File: src/rtl/ts4231_config_scheduler_pkg.sv
// ts4231_pkg: shared definitions for the TS4231 configuration scheduler and
// its neighbours (configurators, tracker arbiter).
//   sched_state_t   - scheduler FSM states
//   CLK_HZ          - system clock frequency (96 MHz)
//   CFG_TICK_CYCLES - configurator bit-sampling period in clk cycles
//   CFG_WORD        - TS4231 configuration word
//   cfg_word_bit()  - MSB-first bit of CFG_WORD for a serializer
package ts4231_pkg;

  typedef enum logic [2:0] {
    IDLE,
    SELECT,
    CLEAR,
    PULSE,
    WAIT,
    NEXT
  } sched_state_t;

  localparam int unsigned CLK_HZ          = 96000000;
  localparam int unsigned CFG_TICK_CYCLES = 96;
  localparam logic [15:0] CFG_WORD        = 16'h7256;

  // Bit 'pos' of the configuration word, counting from the MSB (pos 0).
  function automatic logic cfg_word_bit(input logic [3:0] pos);
    return CFG_WORD[4'd15 - pos];
  endfunction

endpackage

File: src/rtl/ts4231_config_scheduler_rr_pick.sv
// rr_pick: combinational round-robin picker.
//   mask  - request bits
//   ptr   - search start position (highest priority)
//   grant - one-hot of the lowest set mask bit at or above ptr, wrapping
//   idx   - binary index of grant
//   valid - mask had at least one bit set
module rr_pick #(
  parameter int unsigned N = 4
) (
  input  logic [N-1:0]         mask,
  input  logic [$clog2(N)-1:0] ptr,
  output logic [N-1:0]         grant,
  output logic [$clog2(N)-1:0] idx,
  output logic                 valid
);

  localparam int unsigned IW = $clog2(N);
  localparam int unsigned SW = IW + 1;
  localparam logic [SW-1:0] NV = SW'(N);

  logic [SW-1:0] sum;
  logic [IW-1:0] cand;

  // Scan positions ptr, ptr+1, ... (mod N); ptr < N and offset < N, so a
  // single conditional subtraction performs the wrap.
  always_comb begin
    grant = '0;
    idx   = '0;
    valid = 1'b0;
    sum   = '0;
    cand  = '0;
    for (int unsigned k = 0; k < N; k++) begin
      sum = {1'b0, ptr} + SW'(k);
      if (sum >= NV) begin
        sum = sum - NV;
      end
      cand = sum[IW-1:0];
      if (!valid && mask[cand]) begin
        valid       = 1'b1;
        idx         = cand;
        grant[cand] = 1'b1;
      end
    end
  end

endmodule

File: src/rtl/ts4231_config_scheduler.sv
// ts4231_config_scheduler: configures NUM_SENSORS TS4231 front-ends one at a
// time. The active configurator is cleared for 2 cycles, given a
// PULSE_CYCLES-long reconfigure pulse, then watched for its configured flag
// with a timeout and up to MAX_RETRY further attempts.
//
// Ports:
//   clk, rst          - clock, synchronous active-high reset
//   start             - pulse: mark all sensors pending
//   req               - per-sensor re-configuration request pulses
//   cfg_clear         - clear to each configurator (active sensor only)
//   cfg_reconfigure   - reconfigure level to each configurator
//   cfg_configured    - sticky configured flag from each configurator
//   configured_mask   - sensors successfully configured
//   failed_mask       - sensors that exhausted their retries
//   busy              - state machine not idle
//   active_idx        - sensor currently (or last) serviced
//   done              - one-cycle pulse when the pending set drains
//   e_activity        - (TS4231_SCHED_WATCHDOG_EN only) envelope activity
//                       strobes feeding the per-sensor loss watchdogs
//
// Optional feature macro: TS4231_SCHED_WATCHDOG_EN adds e_activity and
// LOST_CYCLES; a configured sensor silent for LOST_CYCLES is re-queued.
module ts4231_config_scheduler
  import ts4231_pkg::*;
#(
  parameter int unsigned NUM_SENSORS    = 4,
  parameter int unsigned PULSE_CYCLES   = 2 * CFG_TICK_CYCLES,
  parameter int unsigned TIMEOUT_CYCLES = CLK_HZ / 10,
  parameter int unsigned MAX_RETRY      = 3
`ifdef TS4231_SCHED_WATCHDOG_EN
  ,
  parameter int unsigned LOST_CYCLES    = CLK_HZ / 5
`endif
) (
  input  logic                           clk,
  input  logic                           rst,
  input  logic                           start,
  input  logic [NUM_SENSORS-1:0]         req,
  output logic [NUM_SENSORS-1:0]         cfg_clear,
  output logic [NUM_SENSORS-1:0]         cfg_reconfigure,
  input  logic [NUM_SENSORS-1:0]         cfg_configured,
`ifdef TS4231_SCHED_WATCHDOG_EN
  input  logic [NUM_SENSORS-1:0]         e_activity,
`endif
  output logic [NUM_SENSORS-1:0]         configured_mask,
  output logic [NUM_SENSORS-1:0]         failed_mask,
  output logic                           busy,
  output logic [$clog2(NUM_SENSORS)-1:0] active_idx,
  output logic                           done
);

  localparam int unsigned IW = $clog2(NUM_SENSORS);
  localparam int unsigned TW = $clog2(TIMEOUT_CYCLES);
  localparam int unsigned PW = $clog2(PULSE_CYCLES);
  localparam int unsigned RW = (MAX_RETRY > 0) ? $clog2(MAX_RETRY + 1) : 1;

  localparam logic [TW-1:0] TIMER_LAST = TW'(TIMEOUT_CYCLES - 1);
  localparam logic [PW-1:0] PULSE_LAST = PW'(PULSE_CYCLES - 1);
  localparam logic [RW-1:0] RETRY_MAX  = RW'(MAX_RETRY);
  localparam logic [IW-1:0] IDX_LAST   = IW'(NUM_SENSORS - 1);

  sched_state_t           state;
  logic [NUM_SENSORS-1:0] pending;
  logic [TW-1:0]          timer;
  logic [PW-1:0]          pulse_cnt;
  logic [RW-1:0]          retry;
  logic [IW-1:0]          rr_ptr;
  logic                   clear_phase;
  logic                   hold_again;
  logic                   came_from_next;

  logic [NUM_SENSORS-1:0] pick_grant;
  logic [IW-1:0]          pick_idx;
  logic                   pick_any;

  logic [NUM_SENSORS-1:0] active_oh;
  logic [NUM_SENSORS-1:0] pending_set;
  logic [NUM_SENSORS-1:0] retire;
  logic                   serving;
  logic                   success;
  logic                   exhausted;
  logic                   keep;

  rr_pick #(
    .N(NUM_SENSORS)
  ) u_pick (
    .mask  (pending),
    .ptr   (rr_ptr),
    .grant (pick_grant),
    .idx   (pick_idx),
    .valid (pick_any)
  );

  always_comb begin
    active_oh             = '0;
    active_oh[active_idx] = 1'b1;
  end

  assign serving   = (state == CLEAR) || (state == PULSE) || (state == WAIT);
  assign success   = (state == WAIT) && cfg_configured[active_idx];
  assign exhausted = (state == WAIT) && !cfg_configured[active_idx] &&
                     (timer == TIMER_LAST) && (retry >= RETRY_MAX);

  // The active sensor's pending bit stays set for the whole service, so a
  // request for it would otherwise be absorbed and then wiped at retire.
  // hold_again remembers such a request; keep suppresses the retire.
  assign keep   = hold_again | req[active_idx] | start;
  assign retire = ((success || exhausted) && !keep) ? active_oh : '0;

`ifdef TS4231_SCHED_WATCHDOG_EN
  localparam int unsigned LW = $clog2(LOST_CYCLES);
  localparam logic [LW-1:0] LOST_LAST = LW'(LOST_CYCLES - 1);

  logic [LW-1:0]          wd_cnt [NUM_SENSORS];
  logic [NUM_SENSORS-1:0] lost;
  logic [NUM_SENSORS-1:0] wd_hold;

  always_comb begin
    wd_hold = '0;
    lost    = '0;
    for (int unsigned i = 0; i < NUM_SENSORS; i++) begin
      wd_hold[i] = e_activity[i] || failed_mask[i] ||
                   (serving && (active_idx == IW'(i)));
      lost[i]    = !wd_hold[i] && (wd_cnt[i] == LOST_LAST) && configured_mask[i];
    end
  end

  // Counters saturate at LOST_LAST for sensors that are not configured, and
  // restart after raising a loss so a still-silent sensor is re-queued again.
  always_ff @(posedge clk) begin
    if (rst) begin
      for (int unsigned i = 0; i < NUM_SENSORS; i++) begin
        wd_cnt[i] <= '0;
      end
    end else begin
      for (int unsigned i = 0; i < NUM_SENSORS; i++) begin
        if (wd_hold[i] || lost[i]) begin
          wd_cnt[i] <= '0;
        end else if (wd_cnt[i] != LOST_LAST) begin
          wd_cnt[i] <= wd_cnt[i] + LW'(1);
        end
      end
    end
  end

  assign pending_set = req | {NUM_SENSORS{start}} | lost;
`else
  assign pending_set = req | {NUM_SENSORS{start}};
`endif

  always_ff @(posedge clk) begin
    if (rst) begin
      state           <= IDLE;
      pending         <= '0;
      timer           <= '0;
      pulse_cnt       <= '0;
      retry           <= '0;
      rr_ptr          <= '0;
      clear_phase     <= 1'b0;
      hold_again      <= 1'b0;
      came_from_next  <= 1'b0;
      cfg_clear       <= '0;
      cfg_reconfigure <= '0;
      configured_mask <= '0;
      failed_mask     <= '0;
      busy            <= 1'b0;
      active_idx      <= '0;
      done            <= 1'b0;
    end else begin
      pending        <= (pending | pending_set) & ~retire;
      came_from_next <= (state == NEXT);
      done           <= 1'b0;

      if (serving && (req[active_idx] || start)) begin
        hold_again <= 1'b1;
      end

      unique case (state)
        IDLE: begin
          if (pending != '0) begin
            state <= SELECT;
            busy  <= 1'b1;
          end else if (came_from_next) begin
            done <= 1'b1;
          end
        end

        SELECT: begin
          if (pick_any) begin
            active_idx      <= pick_idx;
            rr_ptr          <= (pick_idx == IDX_LAST) ? '0 : pick_idx + IW'(1);
            configured_mask <= configured_mask & ~pick_grant;
            failed_mask     <= failed_mask & ~pick_grant;
            cfg_clear       <= pick_grant;
            clear_phase     <= 1'b0;
            hold_again      <= req[pick_idx] | start;
            state           <= CLEAR;
          end else begin
            state <= IDLE;
            busy  <= 1'b0;
          end
        end

        CLEAR: begin
          if (clear_phase) begin
            cfg_clear       <= '0;
            cfg_reconfigure <= active_oh;
            pulse_cnt       <= '0;
            state           <= PULSE;
          end else begin
            clear_phase <= 1'b1;
          end
        end

        PULSE: begin
          if (pulse_cnt == PULSE_LAST) begin
            cfg_reconfigure <= '0;
            timer           <= '0;
            state           <= WAIT;
          end else begin
            pulse_cnt <= pulse_cnt + PW'(1);
          end
        end

        WAIT: begin
          if (success) begin
            configured_mask <= configured_mask | active_oh;
            state           <= NEXT;
          end else if (timer == TIMER_LAST) begin
            if (retry < RETRY_MAX) begin
              retry       <= retry + RW'(1);
              cfg_clear   <= active_oh;
              clear_phase <= 1'b0;
              state       <= CLEAR;
            end else begin
              failed_mask <= failed_mask | active_oh;
              state       <= NEXT;
            end
          end else begin
            timer <= timer + TW'(1);
          end
        end

        NEXT: begin
          retry      <= '0;
          hold_again <= 1'b0;
          if (pending != '0) begin
            state <= SELECT;
          end else begin
            state <= IDLE;
            busy  <= 1'b0;
          end
        end

        default: begin
          state <= IDLE;
          busy  <= 1'b0;
        end
      endcase
    end
  end

endmodule

File: config.mk
export PLATFORM = sky130hd
export DESIGN_NAME = ts4231_config_scheduler
export DESIGN_NICKNAME = d
export VERILOG_FILES = /design/src/rtl/ts4231_config_scheduler_pkg.sv /design/src/rtl/ts4231_config_scheduler_rr_pick.sv /design/src/rtl/ts4231_config_scheduler.sv
export SDC_FILE = /design/constraint.sdc
export NUM_CORES = 1
export LEC_CHECK = 0
export ABC_AREA = 1
export ABC_CLOCK_PERIOD_IN_PS = 5900
export CAP_MARGIN = 20
export CELL_PAD_IN_SITES_DETAIL_PLACEMENT = 1
export CELL_PAD_IN_SITES_GLOBAL_PLACEMENT = 2
export CORE_MARGIN = 2
export CORE_UTILIZATION = 34
export CTS_BUF_LIST = sky130_fd_sc_hd__clkbuf_4 sky130_fd_sc_hd__clkbuf_8 sky130_fd_sc_hd__clkbuf_16
export CTS_CLUSTER_DIAMETER = 200
export DETAILED_ROUTE_END_ITERATION = 7
export MAX_ROUTING_LAYER = met4
export PLACE_DENSITY = 0.92
export SLEW_MARGIN = 10
export SYNTH_ARGS = -nofsm -noshare
export SYNTH_HDL_FRONTEND = slang
export SYNTH_HIERARCHICAL = 1
export SYNTH_SLANG_ARGS = --single-unit
File: constraint.sdc
create_clock -name clk -period 5.9 [get_ports clk]
set_input_delay 0.885 -clock clk [delete_from_list [all_inputs] [get_ports clk]]
set_output_delay 0.885 -clock clk [all_outputs]
set_load 0.01 [all_outputs]
==> metrics.md, run 1 <==
| Metric | Value |
|---|---|
| Outcome | finished, final reports clean |
| Clock transition at path regs | 0.06 ns |
| Peak supply drop | 0.293 mV |
| Crit path launch type | flop |
| Post-layout nets | 745 |
| Critical path class | reg2reg |
| Seq pwr share | 27.5% |
| Max Freq | 316 MHz |
| Num CTS Buffers | 9 |
| Final ANT Viol Nets | 0 |
| Inserted Diodes | 0 |
| Max Root-Sink Buffers | 2 |
| Top cells by count, synth | nand2_1, nor2_1, inv_1, dfxtp_1 |
| 1st-pass router iterations | 4 |
| Vias in the first global route | 4742 |
| CP max-delay cell | dfxtp_1 |
| Critical R2R Launch | rr_ptr[0]$_SDFFE_PP0P_ |
| Cells after synthesis | 699 |
| CP top delay family | simple AND/OR/NAND/NOR gates |
| Hold crit path type | reg2reg |
| Seq cells post-synth | 66 |
| Initial antenna violation count | 0 |
| Worst R2R End | cfg_clear[1]$_SDFFE_PP0P_ |
| Combinational share of power | 43.0% |
| Die X | 117 um |
| Mapped Area | 4310 um2 |
| Die Y | 117 um |
| Async S/R FF share, synth | 0% |
| Static Leak | 2.00 nW |
| Placer Congestion | 0.851 |
| H-tree depth | 3 |
| Most used DFF post-synth | dfxtp_1 |
| Root Buffer | clkbuf_16 |
| Die area | 13600 um2 |
| Buffers & Inverters on Critical Path | 3 |
| CTS tree | yes |
| CTS hold repair buffers | 0 |
| Post-DP HPWL | 9930 um |
| # clock sinks | 66 |
| Drt initial violations | 203 |
| Num ports | 31 |
| Hold Crit Start | came_from_next$_SDFF_PP0_ |
| First-pass GRT wire length | 22400 um |
| Met1 usage | 25.5% |
| Power per cell area | 395 nW/um2 |
| Final Hold Fails | 0 |
| Vias per cell | 4.98 |
| Hold path depth | 2 |
| Drt drc | 0 |
| Busiest grt layer | met2 |
| Final-report setup violation count | 0 |
| Hold worst-path end | done$_SDFF_PP0_ |
| Met2 GRT Util | 37.9% |
| Sw power | 0.857 mW |
| Via count | 4494 |
| Sequential cell area | 1320 um2 |
| Post-synth top area share | 30.7% |
| Crit-path cells | inv_2, ha_1, inv_1, nand2_1, nand2_2, nor2_4, nand4_1, nand2_1, inv_1, nor2_1, o21ai_0, nand3_1, nand2_1, nand2_1, nor2_1 |
| Place WS | 2.73 ns |
| Crit path max fanout | 13 |
| CTS resizes | 0 |
| Net Sw Frac | 42.9% |
| Placed Cells incl. Taps | 886 |
| WL per Instance | 14.8 um |
| Placed standard-cell area | 4740 um2 |
| Area of the multi-input gates | 2560 um2 |
| Clk pwr share | 29.5% |
| All-Layer GR Usage | 21.5% |
| Synthesized area per cell | 6.16 um2 |
| Layout cells sized above 1 | 7.95% |
| Worst Skew | 0.00719 ns |
| Arrival time at the worst endpoint | 3.39 ns |
| Slowest cell delay on critical path | 0.54 ns |
| Critical Path RT | 6.13 ns |
| Setup bufs post-CTS | 0 |
| Final core occ | 40.4% |
| Sequential fraction of the synthesis area | 30.7% |
| CP dominant cell by count | nand2_1 |
| Drt total wl | 13300 um |
| Largest net degree at the start of global routing | 45 |
| Global routing usage on met3 | 3.37% |
| Final Worst Setup Slack | 2.74 ns |
| Worst Tran Pin Value | 0.540 ns |
| RSZ-0062 raised after global routing | no |
| Gr ovfl total | 0 |
| Syn_nets | 719 |
| Initial Util | 34.4% |
| Yosys warns | 6 |
| Tmin final | 3.16 ns |
| Flop2flop setup slack | 2.74 ns |
| Finished Cell Area | 5060 um2 |
| P_int | 1.14 mW |
| Final TNS setup | 0 ns |
| Skew-Pair Late Insertion Delay | 0.34 ns |
| Top cells by area, synth | dfxtp_1, nand2_1, nor2_1 |
| Final Slew Violations | 0 |
| Max Cap Viol | 0 |
| Area delta synth->final | 17.5% |
| Count of cell types in the netlist | 36 |
| Cell row count | 41 |
| Core Footprint | 12500 um2 |
| Dominant cell type by area after synthesis | dfxtp_1 |
| Post-route clock period utilization | 53.6% |
| Worst slew margin | 64.0% |
| Final non-filler cell total | 902 |
| R2R cell count | 15 |
| EDFF count, synth | 0 |
| Setup crit end kind | flop |
| Port Buffer Count | 30 |
| Count leader, synth | nand2_1 |
| FILL cells | 1728 |
-- how the worst max path moves through the flow --
stage	startpoint	endpoint	slack [ns]	cells past startpoint
after floorplan	rr_ptr[0]$_SDFFE_PP0P_	cfg_clear[0]$_SDFFE_PP0P_	3.61	16
after global placement	rr_ptr[0]$_SDFFE_PP0P_	cfg_clear[3]$_SDFFE_PP0P_	3.01	15
after detailed placement	rr_ptr[0]$_SDFFE_PP0P_	cfg_clear[1]$_SDFFE_PP0P_	2.73	15
after CTS	rr_ptr[0]$_SDFFE_PP0P_	cfg_clear[1]$_SDFFE_PP0P_	2.74	15
after global routing	rr_ptr[0]$_SDFFE_PP0P_	cfg_clear[2]$_SDFFE_PP0P_	2.42	15
final	rr_ptr[0]$_SDFFE_PP0P_	cfg_clear[1]$_SDFFE_PP0P_	2.74	15
-- tightest hold or removal path, cell delays in order (launching register included) --
cell and delay [ns]:
dfxtp_1 0.30, nand2_1 0.06, nor2_1 0.05
-- sequential cells by signal (all words and copies together) (netlist names), 2 cells and up --
signal,cells
state,3
failed_mask,4
cfg_reconfigure,4
pending,4
cfg_clear,4
retry,2
rr_ptr,2
active_idx,2
pulse_cnt,8
configured_mask,4
timer,24
-- cell families (layout without fill, tap and decap cells) --
kind of cell             count (synthesis)  count (layout)  share of synthesized area, %
XOR/XNOR                                14              14                          2.85
AO/OA/AOI/OAI                           93              93                          11.5
AND/OR/NAND/NOR                        414             414                          42.5
flip-flops                              66              66                          30.7
buffers and inverters                  103             134                          9.91
adder cells (fa/ha/maj)                  9               9                          2.61
-- power by group through the flow --
| stage | Clock, mW | Sequential (mW) | Combinational (mW) |
|---|---|---|---|
| 2_1_floorplan | 0 | 0.552 | 0.631 |
| 3_3_place_gp | 0 | 0.556 | 0.823 |
| 3_5_place_dp | 0 | 0.559 | 0.848 |
| 4_1_cts | 0.600 | 0.550 | 0.859 |
| 5_1_grt | 0.620 | 0.558 | 0.968 |
| 6_report | 0.588 | 0.550 | 0.859 |
-- final cells by class --
cell class              count  share of cell area, %
repair buffers             32                   6.23
multi-input cells         530                   50.6
clock buffers              11                   4.87
flip-flops and latches     66                   26.1
clock inverters             5                   1.53
inverters                  86                   6.43
well taps                 172                   4.25
-- layer usage --
metal	up-vias	wire length, um
li1	2284	-
met1	2134	6180
met3	19	326
met2	57	6620
met4	0	182
met5	-	0
-- metrics by stage --
stage / hold slack, ns / total power, mW
2_1_floorplan: 0.409 / 1.18
3_3_place_gp: 0.428 / 1.38
3_5_place_dp: 0.441 / 1.41
4_1_cts: 0.451 / 2.01
5_1_grt: 0.489 / 2.15
6_report: 0.451 / 2.00
-- cells in the final DEF, fill, tap and decap left out, types with 3 or more instances in the layout --
cell type / synthesis / routed
inv_1: 76 / 76
a31oi_1: 3 / 3
clkdlybuf4s50_1: 0 / 30
clkbuf_16: 0 / 9
xor2_1: 9 / 9
nand2_4: 3 / 3
nand2_2: 11 / 11
o21ai_0: 22 / 22
xnor2_1: 5 / 5
nand4_1: 20 / 20
nand2_1: 195 / 195
inv_2: 9 / 9
nand3_1: 58 / 58
a21boi_0: 4 / 4
nor2_1: 108 / 108
nor2_4: 3 / 3
nor3_1: 3 / 3
nand3_2: 4 / 4
ha_1: 9 / 9
dfxtp_1: 66 / 66
a21oi_1: 58 / 58
Power figures use the tool's default switching activity.
==> inputs of run 2 (changes only) <==
- ABC_CLOCK_PERIOD_IN_PS: 5900 -> 2880
- CORE_UTILIZATION: 34 -> 29
- PLACE_DENSITY: 0.92 -> 0.84
- clock period: 5.9 -> 2.88 ns (I/O delays scaled with it)
==> run 2 against run 1 <==
Global-route usage down 2.5 points. Via count up 0.87%. Critical path depth unchanged. Combinational power up 110%. Die area up 17%. Highest routed layer unchanged. Largest power group unchanged. First-iteration DRC count down 12%. Non-clock buffer count up 3.
==> metrics.md, run 2 (synthesis results as in run 1) <==
| Metric | Value |
|---|---|
| Root Buffer | clkbuf_16 |
| Outcome | finished, final reports clean |
| Max reg flops | 24 |
| WL per Instance | 15.1 um |
| Num ports | 31 |
| Critical Path RT | 3.11 ns |
| Final ANT Viol Nets | 0 |
| Area delta synth->final | 17.7% |
| Max Cap Viol | 0 |
| Crit path launch type | flop |
| Max Freq | 398 MHz |
| Max Root-Sink Buffers | 2 |
| Static Leak | 2.00 nW |
| Vias in the first global route | 4796 |
| R2R cell count | 15 |
| Top flop regs | timer (24), pulse_cnt (8) |
| Critical path class | reg2reg |
| Core Footprint | 14500 um2 |
| Drt drc | 0 |
| Worst R2R End | cfg_clear[2]$_SDFFE_PP0P_ |
| Largest net degree at the start of global routing | 44 |
| CTS tree | yes |
| Worst slew margin | 58.0% |
| Cell row count | 44 |
| Clock transition at path regs | 0.06 ns |
| Arrival time at the worst endpoint | 2.75 ns |
| Largest register by flop count | timer |
| # clock sinks | 66 |
| Num CTS Buffers | 9 |
| Layout cells sized above 1 | 8.73% |
| Gr ovfl total | 0 |
| H-tree depth | 3 |
| RSZ-0062 raised after global routing | no |
| Drt initial violations | 178 |
| Most frequent cells in the layout | nand2_1, nor2_1, inv_1 |
| Post-route clock period utilization | 87.3% |
| Peak supply drop | 0.383 mV |
| Worst Tran Pin Value | 0.630 ns |
| Via count | 4533 |
| Final core occ | 34.9% |
| Crit path to | cfg_clear[2]$_SDFFE_PP0P_ |
| Die area | 15800 um2 |
| Die X | 126 um |
| Port Buffer Count | 30 |
| Most common cell after layout, fill and taps aside | nand2_1 |
| Inserted Diodes | 0 |
| Final Hold Fails | 0 |
| Power per cell area | 794 nW/um2 |
| Drt total wl | 13900 um |
| Crit path max fanout | 13 |
| Final-report setup violation count | 0 |
| Die Y | 126 um |
| Post-layout nets | 748 |
| Setup bufs post-CTS | 0 |
| Vias per cell | 4.94 |
| Initial Util | 29.6% |
| First-pass GRT wire length | 23600 um |
| Worst Skew | 0.00571 ns |
| 1st-pass router iterations | 4 |
| Flop2flop setup slack | 0.37 ns |
| Skew-Pair Late Insertion Delay | 0.34 ns |
| Tmin final | 2.51 ns |
| Setup crit end kind | flop |
| All-Layer GR Usage | 19.0% |
| Initial antenna violation count | 0 |
| Post-DP HPWL | 10500 um |
| Placer Congestion | 0.833 |
| Final Slew Violations | 0 |
| Final TNS setup | 0 ns |
| Critical R2R Launch | rr_ptr[1]$_SDFFE_PP0P_ |
| Worst setup path start | rr_ptr[1]$_SDFFE_PP0P_ |
| Hold crit path type | reg2reg |
run 2: per-layer routing:
metal	track usage [%]	wire, um	up-vias
met5	-	0	-
met4	6.14	348	0
met3	4.08	420	21
met2	32.9	6850	60
met1	21.8	6260	2170
li1	-	-	2282
run 2: final cells by class:
cell class / count / area, um2
Fill cell: 1940 / 9460
Multi-Input combinational cell: 530 / 2560
Sequential cell: 66 / 1320
Timing Repair Buffer: 35 / 333
Inverter: 86 / 325
Clock buffer: 11 / 240
Tap cell: 184 / 230
Clock inverter: 5 / 55.1
run 2: worst min path at each step:
stage	from	endpoint	slack (ns)	cells after the start
2_1_floorplan	came_from_next$_SDFF_PP0_	done$_SDFF_PP0_	0.41	2
3_3_place_gp	came_from_next$_SDFF_PP0_	done$_SDFF_PP0_	0.43	2
3_5_place_dp	came_from_next$_SDFF_PP0_	done$_SDFF_PP0_	0.43	2
4_1_cts	came_from_next$_SDFF_PP0_	done$_SDFF_PP0_	0.45	2
5_1_grt	came_from_next$_SDFF_PP0_	done$_SDFF_PP0_	0.46	2
6_report	came_from_next$_SDFF_PP0_	done$_SDFF_PP0_	0.44	2
run 2: stage by stage:
step | hold slack (ns) | cells | instance area (um2) | worst slack [ns] | power [mW]
after detailed placement | 0.434 | 901 | 4770 | 0.158 | 2.93
final | 0.439 | 917 | 5070 | 0.366 | 4.03
after CTS | 0.445 | 917 | 5060 | 0.151 | 4.07
after global placement | 0.429 | 901 | 4770 | 0.353 | 2.84
after floorplan | 0.409 | 699 | 4310 | 0.591 | 2.42
after global routing | 0.465 | 917 | 5070 | 0.0349 | 4.35
run 2: timing repair:
item / 4_1_cts / 5_1_grt
gates resized for setup: 0 / 2
hold buffers: 0 / 0
setup endpoints to repair: 0 / 4
run 2: power breakdown:
part	total, mW	switching [mW]	internal [mW]
clock	1.12	0.429	0.687
sequential	1.12	0.103	1.01
combinational	1.79	1.24	0.557
run 2: critical path: stages, from the launching register on:
cell	delay [ns]
dfxtp_2	0.40
inv_1	0.13
ha_1	0.37
inv_1	0.10
nand2_1	0.09
nand2_2	0.06
nor2_4	0.23
nand4_1	0.19
nand2_1	0.13
inv_1	0.13
nor2_1	0.11
o21ai_0	0.10
nand3_2	0.16
nand2_1	0.09
nand2_1	0.06
nor2_1	0.04
==> inputs of run 3 (changes only) <==
- ABC_CLOCK_PERIOD_IN_PS: 2880 -> 3100
- CORE_UTILIZATION: 29 -> 34
- PLACE_DENSITY: 0.84 -> 0.92
- clock period: 2.88 -> 3.1 ns (I/O delays scaled with it)
==> run 3 against run 2 <==
Flip-flop and latch count is the same. Clock power down 4%. Core utilization increased by 5.7 points. Largest power group unchanged.
==> metrics.md, run 3 (synthesis results as in run 1) <==
| Metric | Value |
|---|---|
| Outcome | finished, final reports clean |
| All-Layer GR Usage | 21.6% |
| Via count | 4488 |
| Final-report setup violation count | 0 |
| Placed Cells incl. Taps | 889 |
| Place WS | 0.243 ns |
| Placed standard-cell area | 4760 um2 |
| Most frequent cells in the layout | nand2_1, nor2_1, inv_1 |
| Placer Congestion | 0.905 |
| Hold crit path type | reg2reg |
| Final TNS setup | 0 ns |
| Max Root-Sink Buffers | 2 |
| First-pass GRT wire length | 22200 um |
| Cell row count | 41 |
| Area delta synth->final | 18.0% |
| Net Sw Frac | 43.8% |
| Power per cell area | 744 nW/um2 |
| Max Cap Viol | 0 |
| Sw power | 1.66 mW |
| CTS hold repair buffers | 0 |
| Inserted Diodes | 0 |
| Seq pwr share | 27.8% |
| Finished Cell Area | 5080 um2 |
| CTS resizes | 0 |
| Tmin final | 2.76 ns |
| Skew-Pair Late Insertion Delay | 0.34 ns |
| Port Buffer Count | 30 |
| Layout cells sized above 1 | 8.59% |
| Crit path max fanout | 13 |
| Die area | 13600 um2 |
| RSZ-0062 raised after global routing | no |
| Worst Tran Pin Value | 0.567 ns |
| Arrival time at the worst endpoint | 3.00 ns |
| H-tree depth | 3 |
| Drt initial violations | 178 |
| Static Leak | 2.00 nW |
| Post-DP HPWL | 10000 um |
| Peak supply drop | 0.471 mV |
| Critical R2R Launch | rr_ptr[1]$_SDFFE_PP0P_ |
| Root Buffer | clkbuf_16 |
| Clk pwr share | 28.5% |
| Largest register by flop count | timer |
| Core Footprint | 12500 um2 |
| Final non-filler cell total | 905 |
| Setup crit end kind | flop |
| Pwr Total | 3.78 mW |
| Initial antenna violation count | 0 |
| Post-route clock period utilization | 89.0% |
| Num CTS Buffers | 9 |
| Crit path launch type | flop |
| Most common cell after layout, fill and taps aside | nand2_1 |
| Num ports | 31 |
| Worst slew margin | 62.2% |
| Post-layout nets | 748 |
| Final Hold Fails | 0 |
| Die Y | 117 um |
| # clock sinks | 66 |
| Combinational share of power | 43.7% |
| Critical path class | reg2reg |
| Die X | 117 um |
| Final Slew Violations | 0 |
| Drt total wl | 13500 um |
| Final core occ | 40.6% |
| Setup bufs post-CTS | 0 |
| Final Worst Setup Slack | 0.340 ns |
| Critical Path RT | 3.34 ns |
| CTS tree | yes |
| Drt drc | 0 |
| P_int | 2.12 mW |
| Clock transition at path regs | 0.06 ns |
| Initial Util | 34.4% |
| 1st-pass router iterations | 4 |
| Top flop regs | timer (24), pulse_cnt (8) |
| Final ANT Viol Nets | 0 |
| WL per Instance | 14.9 um |
| Hold Crit Start | came_from_next$_SDFF_PP0_ |
| Gr ovfl total | 0 |
| Worst Skew | 0.00615 ns |
| Largest net degree at the start of global routing | 31 |
| Max reg flops | 24 |
| Vias in the first global route | 4639 |
| Worst setup path start | rr_ptr[1]$_SDFFE_PP0P_ |
| Vias per cell | 4.96 |
| Max Freq | 362 MHz |
| Min Hold Slack | 0.444 ns |
-- run 3: area by class of cell --
cell class	instances	area, um2
clock buffer	11	253
inverter	86	325
tap	172	215
fill	1724	7440
timing repair buffer	35	338
multi-input combinational	530	2560
clock inverter	5	62.6
sequential	66	1320
-- run 3: worst paths after layout --
path                                to  slack, ns  cells past startpoint
max reg2reg  cfg_clear[2]$_SDFFE_PP0P_       0.34                     15
min                    done$_SDFF_PP0_       0.44                      2
max          cfg_clear[2]$_SDFFE_PP0P_       0.34                     15
min reg2reg            done$_SDFF_PP0_       0.44                      2
-- run 3: metal layers --
metal | vias to the layer above | GRT usage, % | share of wire [%]
met5 | - | - | 0
met4 | 0 | 6.59 | 2.0
met3 | 19 | 4.57 | 2.3
met2 | 50 | 38.2 | 50
met1 | 2140 | 24.4 | 46
li1 | 2279 | - | -
-- run 3: worst max-delay path, cell delays in order, from the launching register on --
cell	delay (ns)
dfxtp_1	0.52
inv_1	0.19
ha_1	0.39
inv_1	0.11
nand2_1	0.09
nand2_2	0.06
nor2_4	0.24
nand4_1	0.20
nand2_1	0.13
inv_1	0.13
nor2_1	0.11
o21ai_0	0.11
nand3_2	0.17
nand2_1	0.08
nand2_1	0.06
nor2_1	0.05
-- run 3: power by group through the flow --
stage	clock network, mW	logic, mW	registers [mW]
final	1.08	1.65	1.05
after global routing	1.13	1.86	1.06
after CTS	1.10	1.64	1.05
after detailed placement	0	1.63	1.06
after global placement	0	1.58	1.06
after floorplan	0	1.20	1.05
